[src/rtl/vga_text_pkg.sv]
// Shared geometry, clear fill code, arbiter state and write-entry types for the text RAM path.
// Latency: n/a (types and constants only).
// Backpressure: n/a.
package vga_text_pkg;

    localparam int H_DISP     = 640;
    localparam int V_DISP     = 480;
    localparam int CW_LOG2    = 3;
    localparam int CH_LOG2    = 4;
    localparam int COLS       = H_DISP >> CW_LOG2;
    localparam int ROWS       = V_DISP >> CH_LOG2;
    localparam int TEXT_CELLS = COLS * ROWS;
    localparam int TEXT_AW    = 12;

    localparam logic [7:0] CLR_CHAR = 8'h20;

    typedef enum logic {
        IDLE,
        CLEAR
    } arb_state_t;

    typedef struct packed {
        logic [TEXT_AW-1:0] addr;
        logic [7:0]         data;
    } wr_ent_t;

    // row*80 + col with shifts and adds; only meaningful inside the active area.
    function automatic logic [TEXT_AW-1:0] cell_addr(input logic [9:0] xpos, input logic [9:0] ypos);
        logic [TEXT_AW-1:0] row;
        logic [TEXT_AW-1:0] col;
        row = TEXT_AW'(ypos >> CH_LOG2);
        col = TEXT_AW'(xpos >> CW_LOG2);
        return (row << 6) + (row << 4) + col;
    endfunction

endpackage

[src/rtl/vga_text_ram_arb_fifo.sv]
// Synchronous FIFO holding pending host writes {addr,data}.
// Latency: a pushed entry is visible at the head on the next cycle.
// Backpressure: full blocks pushes; pop on empty is ignored; push+pop together keep the count.
module text_wr_fifo #(
    parameter int DEPTH = 4,
    parameter int WIDTH = 20
) (
    input  logic             vga_clk,
    input  logic             sys_rst_n,
    input  logic             push,
    input  logic [WIDTH-1:0] push_dat,
    input  logic             pop,
    output logic [WIDTH-1:0] pop_dat,
    output logic             full,
    output logic             empty
);

    localparam int AW = $clog2(DEPTH);

    logic [WIDTH-1:0] mem [DEPTH];
    logic [AW-1:0]    wr_ptr;
    logic [AW-1:0]    rd_ptr;
    logic [AW:0]      count;
    logic             do_push;
    logic             do_pop;

    assign full    = (count == (AW+1)'(DEPTH));
    assign empty   = (count == '0);
    assign do_push = push && !full;
    assign do_pop  = pop && !empty;
    assign pop_dat = mem[rd_ptr];

    always_ff @(posedge vga_clk) begin
        if (do_push) begin
            mem[wr_ptr] <= push_dat;
        end
    end

    // Pointers wrap naturally because DEPTH is a power of two.
    always_ff @(posedge vga_clk) begin
        if (!sys_rst_n) begin
            wr_ptr <= '0;
            rd_ptr <= '0;
            count  <= '0;
        end else begin
            if (do_push) begin
                wr_ptr <= wr_ptr + 1'b1;
            end
            if (do_pop) begin
                rd_ptr <= rd_ptr + 1'b1;
            end
            count <= count + (AW+1)'(do_push) - (AW+1)'(do_pop);
        end
    end

endmodule

[src/rtl/vga_text_ram_arb.sv]
// Text RAM arbiter: display fetch > screen clear > queued host writes on one single-port RAM.
// Latency: char_code/char_valid two cycles after the read slot; host writes land on a later free cycle.
// Backpressure: wr_ready drops while the write FIFO is full; clear holds the FIFO until it finishes.
module vga_text_ram_arb
    import vga_text_pkg::*;
#(
    parameter int FIFO_DEPTH = 4
) (
    input  logic        vga_clk,
    input  logic        sys_rst_n,
    input  logic [9:0]  pixel_xpos,
    input  logic [9:0]  pixel_ypos,
    input  logic        wr_req,
    input  logic [11:0] wr_addr,
    input  logic [7:0]  wr_data,
    output logic        wr_ready,
    input  logic        clr_req,
    output logic        clr_busy,
    output logic        addr_err,
    output logic [11:0] ram_addr,
    output logic        ram_we,
    output logic [7:0]  ram_wdata,
    input  logic [7:0]  ram_rdata,
    output logic [7:0]  char_code,
    output logic        char_valid
);

    arb_state_t         state;
    logic [TEXT_AW-1:0] clr_cnt;
    logic               rd_p1;
    logic               rdy_en;
    logic               slot;
    logic [TEXT_AW-1:0] rd_addr;
    logic               free;
    logic               clr_wr;
    logic               accept;
    logic               addr_ok;
    logic               push;
    logic               pop;
    logic               fifo_full;
    logic               fifo_empty;
    wr_ent_t            push_ent;
    wr_ent_t            head;

    assign slot = (pixel_xpos < 10'(H_DISP)) && (pixel_ypos < 10'(V_DISP)) &&
                  (pixel_xpos[CW_LOG2-1:0] == '0);
    assign rd_addr = cell_addr(pixel_xpos, pixel_ypos);

    // Out-of-range writes are handshaken but never enter the FIFO.
    assign addr_ok  = (wr_addr < 12'(TEXT_CELLS));
    assign wr_ready = rdy_en && !fifo_full;
    assign accept   = wr_req && wr_ready;
    assign push     = accept && addr_ok;
    assign push_ent = '{addr: wr_addr, data: wr_data};

    assign free     = sys_rst_n && !slot;
    assign clr_wr   = free && (state == CLEAR);
    assign pop      = free && (state == IDLE) && !clr_req && !fifo_empty;
    assign clr_busy = (state == CLEAR);

    text_wr_fifo #(
        .DEPTH (FIFO_DEPTH),
        .WIDTH ($bits(wr_ent_t))
    ) u_fifo (
        .vga_clk   (vga_clk),
        .sys_rst_n (sys_rst_n),
        .push      (push),
        .push_dat  (push_ent),
        .pop       (pop),
        .pop_dat   (head),
        .full      (fifo_full),
        .empty     (fifo_empty)
    );

    always_comb begin
        ram_addr  = '0;
        ram_we    = 1'b0;
        ram_wdata = '0;
        if (sys_rst_n && slot) begin
            ram_addr = rd_addr;
        end else if (clr_wr) begin
            ram_we    = 1'b1;
            ram_addr  = clr_cnt;
            ram_wdata = CLR_CHAR;
        end else if (pop) begin
            ram_we    = 1'b1;
            ram_addr  = head.addr;
            ram_wdata = head.data;
        end
    end

    always_ff @(posedge vga_clk) begin
        if (!sys_rst_n) begin
            state      <= IDLE;
            clr_cnt    <= '0;
            rd_p1      <= 1'b0;
            rdy_en     <= 1'b0;
            char_code  <= '0;
            char_valid <= 1'b0;
            addr_err   <= 1'b0;
        end else begin
            rdy_en     <= 1'b1;
            rd_p1      <= slot;
            char_valid <= rd_p1;
            addr_err   <= accept && !addr_ok;
            if (rd_p1) begin
                char_code <= ram_rdata;
            end
            unique case (state)
                IDLE: begin
                    if (clr_req) begin
                        state   <= CLEAR;
                        clr_cnt <= '0;
                    end
                end
                CLEAR: begin
                    if (clr_wr) begin
                        if (clr_cnt == 12'(TEXT_CELLS - 1)) begin
                            state <= IDLE;
                        end else begin
                            clr_cnt <= clr_cnt + 1'b1;
                        end
                    end
                end
            endcase
        end
    end

endmodule

[config.mk]
export PLATFORM = sky130hd
export DESIGN_NAME = vga_text_ram_arb
export DESIGN_NICKNAME = d
export VERILOG_FILES = /design/src/rtl/vga_text_pkg.sv /design/src/rtl/vga_text_ram_arb_fifo.sv /design/src/rtl/vga_text_ram_arb.sv
export SDC_FILE = /design/constraint.sdc
export NUM_CORES = 1
export LEC_CHECK = 0
export ABC_AREA = 1
export ABC_CLOCK_PERIOD_IN_PS = 3500
export CAP_MARGIN = 15
export CORE_MARGIN = 1
export CORE_UTILIZATION = 54
export DETAILED_ROUTE_END_ITERATION = 8
export GPL_TIMING_DRIVEN = 0
export HOLD_SLACK_MARGIN = 0.05
export PLACE_DENSITY = 0.77
export SKIP_CTS_REPAIR_TIMING = 1
export SLEW_MARGIN = 10
export SYNTH_ARGS = -nofsm -noshare
export SYNTH_HDL_FRONTEND = slang
export SYNTH_SLANG_ARGS = --single-unit
[constraint.sdc]
create_clock -name vga_clk -period 3.5 [get_ports vga_clk]
set_input_delay 0.7 -clock vga_clk [delete_from_list [all_inputs] [get_ports vga_clk]]
set_output_delay 0.7 -clock vga_clk [all_outputs]
set_load 0.01 [all_outputs]
==> summary.txt, run 1 <==
GR Overflow Total: 0
Area growth syn-to-layout: 32.0%
Top Ports: 85
Status: finished, violations left
Post-synth EDFFs: 80
Post-route insts no fill: 795
Fin area: 7120 um^2
Die height: 102 um
H-tree depth: 4
Synth Area per Inst: 9.91 um^2
Clock Sinks: 114
Top cell type by total area after synthesis: edfxtp_1
DP Worst Slack: -0.524 ns
WL/cell: 18.1 um
Highest fanout seen on the critical path: 3
Setup-failing EPs final: 2
Worst EP required: 2.80 ns
Worst slew pin tran: 0.626 ns
Cell at the slowest stage of the critical path: clkdlybuf4s50_1
Max cap viols: 0
Core Region: 9730 um^2
Initial Util: 0.554
Met1 GRT Util: 0.349
Residual DRC: 0
Most instantiated cells after synthesis: nand2_1, edfxtp_1, nor2_1, a21oi_1, inv_1
Ys flop type: edfxtp_1
Met2 Use GR: 0.502
Worst hold path class: reg -> reg
GRT Overall Usage: 0.289
ANT nets after route: 0
Rows: 36
Critical Path End Type: primary output
Initial DRC count: 340
Initial antenna violation count: 0
CP most frequent cell: nand2_1
Final Total Pwr: 3.82 mW
RSZ-0062 raised after global routing: true
Maximum root-to-sink buffer count: 2
Post-DP HPWL: 9160 um
Synthesized flop and latch total: 114
Data arrival time of the critical path: 2.89 ns
Total number of vias: 4,586
Port Buffer Count: 80
Largest net degree at the start of global routing: 17
CP delay by family, top: adder cells
Register area share after synthesis: 0.572
Die footprint: 10,400 um^2
Synth cell types: 36
Crit path launch type: primary input
Root Driver: clkbuf_8
Top post-synthesis cells by area: edfxtp_1, dfxtp_1, nand2_1, a21oi_1, ha_1
Layout cell share with drive strength beyond 1: 0.128
Crit Path Category: in -> out
Clk Latency, worst-skew pair: 0.52 ns
Crit path buffers/inverters: 2
Mapped Cells: 544
Max Clk Rate: 278 MHz
DP Area: 6440 um^2
Num CTS Buffers: 17
CTS tree: built
Vias/cell: 5.77
Final worst-path cycle share: 1.03
Overall routed net length: 14,400 um
Post-synth ARST share: 0
Dpl cells: 761
Antenna diode count: 0
First-pass GRT wire length: 22,100 um
Vias in the first global route: 4,527
Fin nets: 722
GP Congestion: 0.925
1st-pass router iterations: 6
PD cells: 537 nW/um^2
Maximum vdd drop: 0.570 mV
Max-slew headroom: 0.583
Crit-path max cell delay: 0.51 ns
Count of final hold-check violations: 0
Clock Skews: 0.0106 ns
Share of the synthesized area in the top cell type: 0.446
Yosys warns: 0
Most Crowded Layer GR: met2
Top-count cell post-synth: nand2_1
Leak: 3.01 nW
Violated checks: setup timing
Final-report max-slew violation count: 0
Worst setup margin: -0.0919 ns
Grt met3 use: 0.0581
Post-Syn Nets: 617
Final Critical Period: 3.59 ns
Die span in x: 102 um
Mapped Area: 5390 um^2
Hold_ws: 0.481 ns
Crit path cell chain: clkdlybuf4s50_1 > fa_2 > fa_2 > nand3_1 > nand2_1 > nand2_1 > nand2_1 > nand2_1 > nand3_1 > nand2_1 > o211ai_1 > clkbuf_2
Clock-pin slew on the worst setup and hold paths: 0.06 ns
[worst register-to-register path, cell delays in order, from the launching register on]
cell	delay [ns]
dfxtp_1	0.42
nor2_1	0.23
inv_2	0.06
nor2_1	0.10
nand3_1	0.12
inv_2	0.17
ha_1	0.25
inv_1	0.06
ha_1	0.13
inv_1	0.05
fa_1	0.37
xor2_1	0.18
o21ai_0	0.10
a21oi_1	0.15
[layer usage]
layer	vias up	wire length, um
met4	0	348
met1	2197	5580
met2	238	7360
met3	39	1110
met5	-	0
li1	2112	-
[path summary, 6_finish.rpt]
kind	slack, ns	startpoint	endpoint	cells past startpoint
max reg2reg	1.06	clr_busy$_SDFF_PN0_	u_fifo.count[2]$_SDFF_PN0_	13
min reg2reg	0.48	u_fifo.rd_ptr[1]$_SDFFE_PN0P_	u_fifo.rd_ptr[1]$_SDFFE_PN0P_	2
min	0.48	u_fifo.rd_ptr[1]$_SDFFE_PN0P_	u_fifo.rd_ptr[1]$_SDFFE_PN0P_	2
max	-0.09	pixel_ypos[4]	ram_addr[11]	12
[power by group]
group | total, mW | switching, mW | leakage (nW) | internal [mW]
Clock | 1.82 | 0.650 | 0.296 | 1.16
Combinational | 0.490 | 0.285 | 1.71 | 0.206
Sequential | 1.52 | 0.0264 | 0.999 | 1.49
[sequential cells by signal, indices dropped and copies added, names as in the netlist, named ones only]
register       count
u_fifo.mem        80
rdy_en             1
clr_busy           1
clr_cnt           12
char_code          8
u_fifo.count       3
u_fifo.wr_ptr      2
char_valid         1
addr_err           1
rd_p1              1
u_fifo.rd_ptr      2
[placed cells by master (no fill, tap or decap), types with 3 or more instances in the layout]
| master | Yosys | final |
|---|---|---|
| nand2_1 | 120 | 120 |
| edfxtp_1 | 80 | 80 |
| clkdlybuf4s50_1 | 0 | 58 |
| nor2_1 | 59 | 53 |
| a21oi_1 | 45 | 45 |
| inv_1 | 41 | 41 |
| nand3_1 | 36 | 35 |
| dfxtp_1 | 34 | 34 |
| o21ai_0 | 22 | 22 |
| ha_1 | 18 | 18 |
| dlymetal6s2s_1 | 0 | 17 |
| clkbuf_16 | 0 | 16 |
| o211ai_1 | 11 | 11 |
| clkbuf_1 | 9 | 10 |
| a32o_1 | 10 | 10 |
| buf_2 | 10 | 9 |
| a221oi_2 | 7 | 7 |
| nand4_1 | 7 | 7 |
| nor2_2 | 0 | 6 |
| buf_4 | 3 | 5 |
| buf_8 | 1 | 4 |
| bufinv_16 | 0 | 4 |
| clkinv_4 | 0 | 4 |
| clkbuf_2 | 0 | 4 |
| nor3_1 | 3 | 3 |
| inv_6 | 0 | 3 |
[kinds of logic after synthesis]
logic type / count (synthesis) / synth area share
XOR/XNOR: 4 / 0.00650
AO/OA/AOI/OAI: 101 / 0.124
buffers and inverters: 70 / 0.0580
adder cells (fa/ha/maj): 21 / 0.0529
flip-flops: 114 / 0.572
AND/OR/NAND/NOR: 234 / 0.187
[through the flow]
| step | util | TNS (ns) |
|---|---|---|
| final | 0.732 | -0.148 |
| after global routing | 0.732 | -0.427 |
| after CTS | 0.726 | -5.28 |
| after detailed placement | 0.662 | -4.76 |
| after global placement | 0.654 | -47.86 |
| after floorplan | - | 0 |
[layout make-up]
class	instances	area, um^2
inverters	43	161
plain buffers	27	156
flip-flops and latches	114	3080
multi-input cells	360	2030
fillers	707	2610
well taps	133	166
clock inverters	14	201
clock buffers	18	418
repair buffers	86	906
(Power assumes the default switching activity.)
==> run 2, diff against run 1 <==
CORE_ASPECT_RATIO = 0.9   (was default)
==> run 2 against run 1 <==
Against the previous run:
- the run still ends with setup timing left
- power fell by 3.3%
- global-route usage fell by 0.99 points
- sequential power barely moved
- die area barely moved
- register-to-register slack got worse by 0.04 ns
- sequential share of layout area fell by 0.20 points
- sequential cell count did not move
==> summary.txt, run 2 (synthesis results as in run 1) <==
Status: finished, violations left
Violated checks: setup timing
ANT nets after route: 0 (unchanged)
Worst hold path class: reg -> reg
Fin nets: 721 (-0.14%)
Vias/cell: 5.62 (-2.6%)
Clock Skews: 0.00794 ns (-0.00270 ns)
Largest net degree at the start of global routing: 17 (unchanged)
Post-DP HPWL: 9480 um (+3.5%)
R2r startpoint: u_fifo.count[1]$_SDFF_PN0_
Maximum root-to-sink buffer count: 2 (unchanged)
Initial Util: 0.556 (+0.00172)
Top Ports: 85 (unchanged)
First-pass GRT wire length: 21,900 um (-0.93%)
Core Util, Final: 0.737 (+0.00575)
RSZ-0062 raised after global routing: true
Area growth syn-to-layout: 32.7%
Port Buffer Count: 80 (unchanged)
Max-slew headroom: 0.535 (-0.0479)
Core Region: 9700 um^2 (-0.31%)
Initial DRC count: 296 (-13%)
Critical path origin: pixel_ypos[9]
1st-pass router iterations: 5 (-1)
Multi-input combinational cell area: 2080 um^2 (+2.7%)
Largest regs: u_fifo.mem x80, clr_cnt x12, char_code x8
Vias in the first global route: 4,452 (-1.7%)
Residual DRC: 0 (unchanged)
Most frequent cells in the layout: nand2_1, edfxtp_1, clkdlybuf4s50_1
GRT Overall Usage: 0.279 (-0.00994)
Final worst-path cycle share: 1.00 (-0.0227)
Clk Latency, worst-skew pair: 0.52 ns (about the same)
Worst slew pin tran: 0.697 ns (+0.0718 ns)
DP Area: 6430 um^2 (-0.19%)
PD cells: 517 nW/um^2 (-3.7%)
H-tree depth: 4 (unchanged)
Root Driver: clkbuf_8
Register area: 3080 um^2 (unchanged)
Overall routed net length: 14,000 um (-2.9%)
WL/cell: 17.8 um (-1.9%)
Rows: 34 (-5.6%)
Crit path launch type: primary input
CTS tree: built
GR Overflow Total: 0 (unchanged)
Hold_ws: 0.470 ns (-0.0115 ns)
Crit path capture: ram_addr[0]
Max cap viols: 0 (unchanged)
Count of final hold-check violations: 0 (unchanged)
Most flop-heavy register: u_fifo.mem
Num CTS Buffers: 17 (unchanged)
Total number of vias: 4,424 (-3.5%)
Crit Path Category: in -> out
R2R Setup Slk: 1.02 ns (-0.04 ns)
Leak: 3.05 nW (+1.4%)
FILL cells: 696 (-1.6%)
R2R depth: 7 (-6)
Maximum vdd drop: 0.416 mV (-27%)
Max Clk Rate: 285 MHz (+2.3%)
Clock-pin slew on the worst setup and hold paths: 0.06 ns (about the same)
Critical Path End Type: primary output
Data arrival time of the critical path: 2.81 ns (-0.08 ns)
Worst setup margin: -0.0123 ns (+0.0796 ns)
Most common cell after layout, fill and taps aside: nand2_1
Dpl cells: 754 (-0.92%)
Post-route insts no fill: 787 (-1.0%)
Max FFs per register: 80 (unchanged)
Worst EP required: 2.80 ns (about the same)
Clock Sinks: 114 (unchanged)
Final-report max-slew violation count: 0 (unchanged)
GP Congestion: 0.911 (-1.5%)
Die height: 96.8 um (-5.0%)
Fin area: 7150 um^2 (+0.47%)
Setup-failing EPs final: 2 (unchanged)
Die span in x: 107 um (+5.3%)
Die footprint: 10,400 um^2 (about the same)
Final Critical Period: 3.51 ns (-0.0796 ns)
Antenna diode count: 0 (unchanged)
R2r endpoint: u_fifo.mem[3][14]$_DFFE_PP_
Layout cell share with drive strength beyond 1: 0.132 (+0.00322)
Highest fanout seen on the critical path: 10 (+7)
Initial antenna violation count: 0 (unchanged)
[run 2: cell count changes in the layout (fill, tap and decap cells not counted), moves of 3 or more]
cell and delta:
clkbuf_2 -4, bufinv_16 -3, ha_1 -4, inv_8 +3
inv_6 +4, dlymetal6s2s_1 +5, clkinv_4 -3
[run 2: per-stage QoR]
| step | setup TNS, ns | total power, mW | setup slack, ns |
|---|---|---|---|
| floorplan | 0 | 1.80 | 0.519 |
| global placement | -56.48 | 2.00 | -0.676 |
| detailed placement | -5.31 | 2.02 | -0.544 |
| CTS | -5.57 | 3.70 | -0.563 |
| global route | -0.374 | 3.81 | -0.164 |
| finish | -0.0219 | 3.70 | -0.0123 |
[run 2: final cells by class]
cell class                 count  area share
inverter                      43      0.0226
multi-input combinational    360       0.291
clock buffer                  17      0.0579
buffer                        27      0.0229
clock inverter                15      0.0231
timing repair buffer          85       0.130
tap                          126      0.0220
sequential                   114       0.431
[run 2: how the worst min path moves through the flow]
stage	startpoint	endpoint	slack [ns]	cells past startpoint
5_1_grt	u_fifo.rd_ptr[1]$_SDFFE_PN0P_	flip-flop	0.50	2
3_3_place_gp	u_fifo.rd_ptr[1]$_SDFFE_PN0P_	u_fifo.rd_ptr[1]$_SDFFE_PN0P_	0.45	2
6_report	u_fifo.rd_ptr[1]$_SDFFE_PN0P_	u_fifo.rd_ptr[1]$_SDFFE_PN0P_	0.47	2
3_5_place_dp	u_fifo.rd_ptr[1]$_SDFFE_PN0P_	u_fifo.rd_ptr[1]$_SDFFE_PN0P_	0.46	2
2_1_floorplan	u_fifo.rd_ptr[1]$_SDFFE_PN0P_	flip-flop	0.43	2
4_1_cts	u_fifo.rd_ptr[1]$_SDFFE_PN0P_	u_fifo.rd_ptr[1]$_SDFFE_PN0P_	0.47	2
[run 2: routing by layer]
| layer | track usage | vias up | share of wire |
|---|---|---|---|
| met5 | 0 | - | 0 |
| met4 | 0.129 | 0 | 0.024 |
| met3 | 0.0519 | 28 | 0.083 |
| met2 | 0.462 | 214 | 0.49 |
| met1 | 0.356 | 2076 | 0.40 |
| li1 | - | 2106 | - |
[run 2: report_power, final]
part	internal (mW)	leakage (nW)	total, mW	switching, mW
clock	0.977	0.280	1.68	0.706
combinational	0.217	1.77	0.500	0.282
sequential	1.49	0.999	1.52	0.0253
[run 2: critical path, cell delays in order]
cell and delay (ns):
clkdlybuf4s50_1 0.44, inv_1 0.09, nand2_1 0.06, nor2_1 0.18, nand3_4 0.17, nor2_4 0.16
clkbuf_4 0.24, nand2_1 0.07, o211ai_1 0.09, clkdlybuf4s50_1 0.60
==> run 3, diff against run 2 <==
CTS_CLUSTER_DIAMETER = 60   (was default)
GPL_TIMING_DRIVEN = default   (was 0)
==> run 3 against run 2 <==
Against the previous run:
- the run now ends clean
- register-to-register slack barely moved
- sequential cell count stayed put
- die area unchanged
- design area rose by 0.12%
- power grew 3.0%
- final cell count down 0.13%
- non-clock buffer count down 1
- critical path type unchanged
- critical endpoint is now ram_addr[9]
==> summary.txt, run 3 (synthesis results as in run 1) <==
PD cells: 532 nW/um^2 (+2.8%)
GR Overflow Total: 0 (unchanged)
R2R depth: 13 (+6)
Worst hold path class: reg -> reg
Die height: 96.8 um (unchanged)
Die span in x: 107 um (unchanged)
Setup-failing EPs final: 0 (-2)
Count of final hold-check violations: 0 (unchanged)
Area growth syn-to-layout: 32.8%
Hold depth: 2 (unchanged)
Setup TNS: 0 ns (+0.0219 ns)
Final-report max-slew violation count: 0 (unchanged)
Status: finished, final reports clean
CP most frequent cell: nand3_2
Worst EP required: 2.80 ns (about the same)
Initial DRC count: 245 (-17%)
Met1 GRT Util: 0.333 (-0.0224)
Initial antenna violation count: 0 (unchanged)
1st-pass router iterations: 5 (unchanged)
R2r endpoint: u_fifo.count[2]$_SDFF_PN0_
Maximum root-to-sink buffer count: 2 (unchanged)
Fin nets: 720 (-0.14%)
Die footprint: 10,400 um^2 (unchanged)
Maximum vdd drop: 0.442 mV (+6.2%)
DP Worst Slack: -0.529 ns (+0.0157 ns)
Hold EP: u_fifo.rd_ptr[1]$_SDFFE_PN0P_
Most Crowded Layer GR: met2
Most frequent cells in the layout: nand2_1, edfxtp_1, clkdlybuf4s50_1
ANT nets after route: 0 (unchanged)
GP Congestion: 0.889 (-2.4%)
Leak: 3.06 nW (+0.30%)
Crit-path max cell delay: 0.44 ns (-0.16 ns)
R2r startpoint: clr_busy$_SDFF_PN0_
R2R Setup Slk: 1.03 ns (about the same)
Top Ports: 85 (unchanged)
Overall routed net length: 12,900 um (-7.9%)
Antenna diode count: 0 (unchanged)
Hold_ws: 0.472 ns (+0.00212 ns)
Clock Skews: 0.00790 ns (-0.0000469 ns)
Root Driver: clkbuf_8
Num CTS Buffers: 17 (unchanged)
Rows: 34 (unchanged)
Data arrival time of the critical path: 2.73 ns (-0.08 ns)
Most flop-heavy register: u_fifo.mem
Worst setup margin: 0.0726 ns (+0.0849 ns)
Largest net degree at the start of global routing: 41 (+24)
Cell at the slowest stage of the critical path: clkdlybuf4s50_1
Residual DRC: 0 (unchanged)
CTS tree: built
WL/cell: 16.4 um (-7.7%)
Critical path origin: pixel_xpos[7]
Highest fanout seen on the critical path: 3 (-7)
Post-DP HPWL: 8380 um (-12%)
Final Critical Period: 3.43 ns (-0.0849 ns)
First-pass GRT wire length: 20,900 um (-4.9%)
Max cap viols: 0 (unchanged)
Core Region: 9700 um^2 (unchanged)
Layout cell share with drive strength beyond 1: 0.136 (+0.00474)
Clock-pin slew on the worst setup and hold paths: 0.06 ns (about the same)
Clk Latency, worst-skew pair: 0.50 ns (-0.02 ns)
Max-slew headroom: 0.692 (+0.157)
Total number of vias: 4,275 (-3.4%)
Max FFs per register: 80 (unchanged)
GRT Overall Usage: 0.262 (-0.0174)
Port Buffer Count: 80 (unchanged)
Final Total Pwr: 3.81 mW (+3.0%)
Vias in the first global route: 4,345 (-2.4%)
Grt met3 use: 0.0566 (+0.00472)
Max Clk Rate: 292 MHz (+2.5%)
Vias/cell: 5.44 (-3.2%)
Critical Path End Type: primary output
Crit Path Category: in -> out
Fin area: 7160 um^2 (+0.12%)
Met2 Use GR: 0.447 (-0.0144)
DP Area: 6430 um^2 (unchanged)
Clock Sinks: 114 (unchanged)
Most common cell after layout, fill and taps aside: nand2_1
Initial Util: 0.556 (unchanged)
Crit path launch type: primary input
Min-delay src: u_fifo.rd_ptr[1]$_SDFFE_PN0P_
H-tree depth: 4 (unchanged)
Crit path cell chain: clkdlybuf4s50_1 > ha_2 > ha_4 > fa_2 > nand3_2 > nand2_1 > or2_2 > nand3_2 > o211ai_1 > dlymetal6s2s_1
Largest regs: u_fifo.mem x80, clr_cnt x12, char_code x8
Final worst-path cycle share: 0.979 (-0.0243)
Worst slew pin tran: 0.461 ns (-0.236 ns)
run 3: area by class of cell:
cell class | count | area (um^2)
Tap cell | 126 | 158
Inverter | 43 | 161
Clock buffer | 18 | 418
Sequential cell | 114 | 3080
Fill cell | 663 | 2540
Clock inverter | 14 | 203
Timing Repair Buffer | 111 | 1090
Multi-Input combinational cell | 360 | 2050
run 3: per-stage QoR:
| stage | util | std cells |
|---|---|---|
| finish | 0.738 | 786 |
| global route | 0.738 | 786 |
| CTS | 0.727 | 784 |
| detailed placement | 0.663 | 752 |
| global placement | 0.663 | 752 |
| floorplan | - | 544 |
run 3: power by group:
group | total (mW) | leakage, nW | switching, mW | internal, mW
Combinational | 0.493 | 1.76 | 0.271 | 0.222
Clock | 1.80 | 0.301 | 0.628 | 1.17
Sequential | 1.52 | 0.999 | 0.0283 | 1.49
run 3: critical path: cells and delay by family:
family | cells | cell delay (ns)
fa+ha+maj | 3 | 0.78
simple gates | 4 | 0.53
buf+inv | 2 | 0.63
compound gates | 1 | 0.09
run 3: how the worst max path moves through the flow:
stage | cells after the start | endpoint | slack [ns]
finish | 10 | ram_addr[9] | 0.07
global route | 11 | ram_addr[4] | -0.004
CTS | 9 | ram_addr[9] | -0.55
detailed placement | 9 | ram_addr[9] | -0.53
global placement | 9 | ram_addr[9] | -0.51
floorplan | 7 | ram_addr[9] | 0.52
run 3: layer usage:
metal  part of all wire  wire, um
met1               0.42      5360
met2               0.51      6540
met3              0.063       811
met4              0.014       174
met5                  0         0
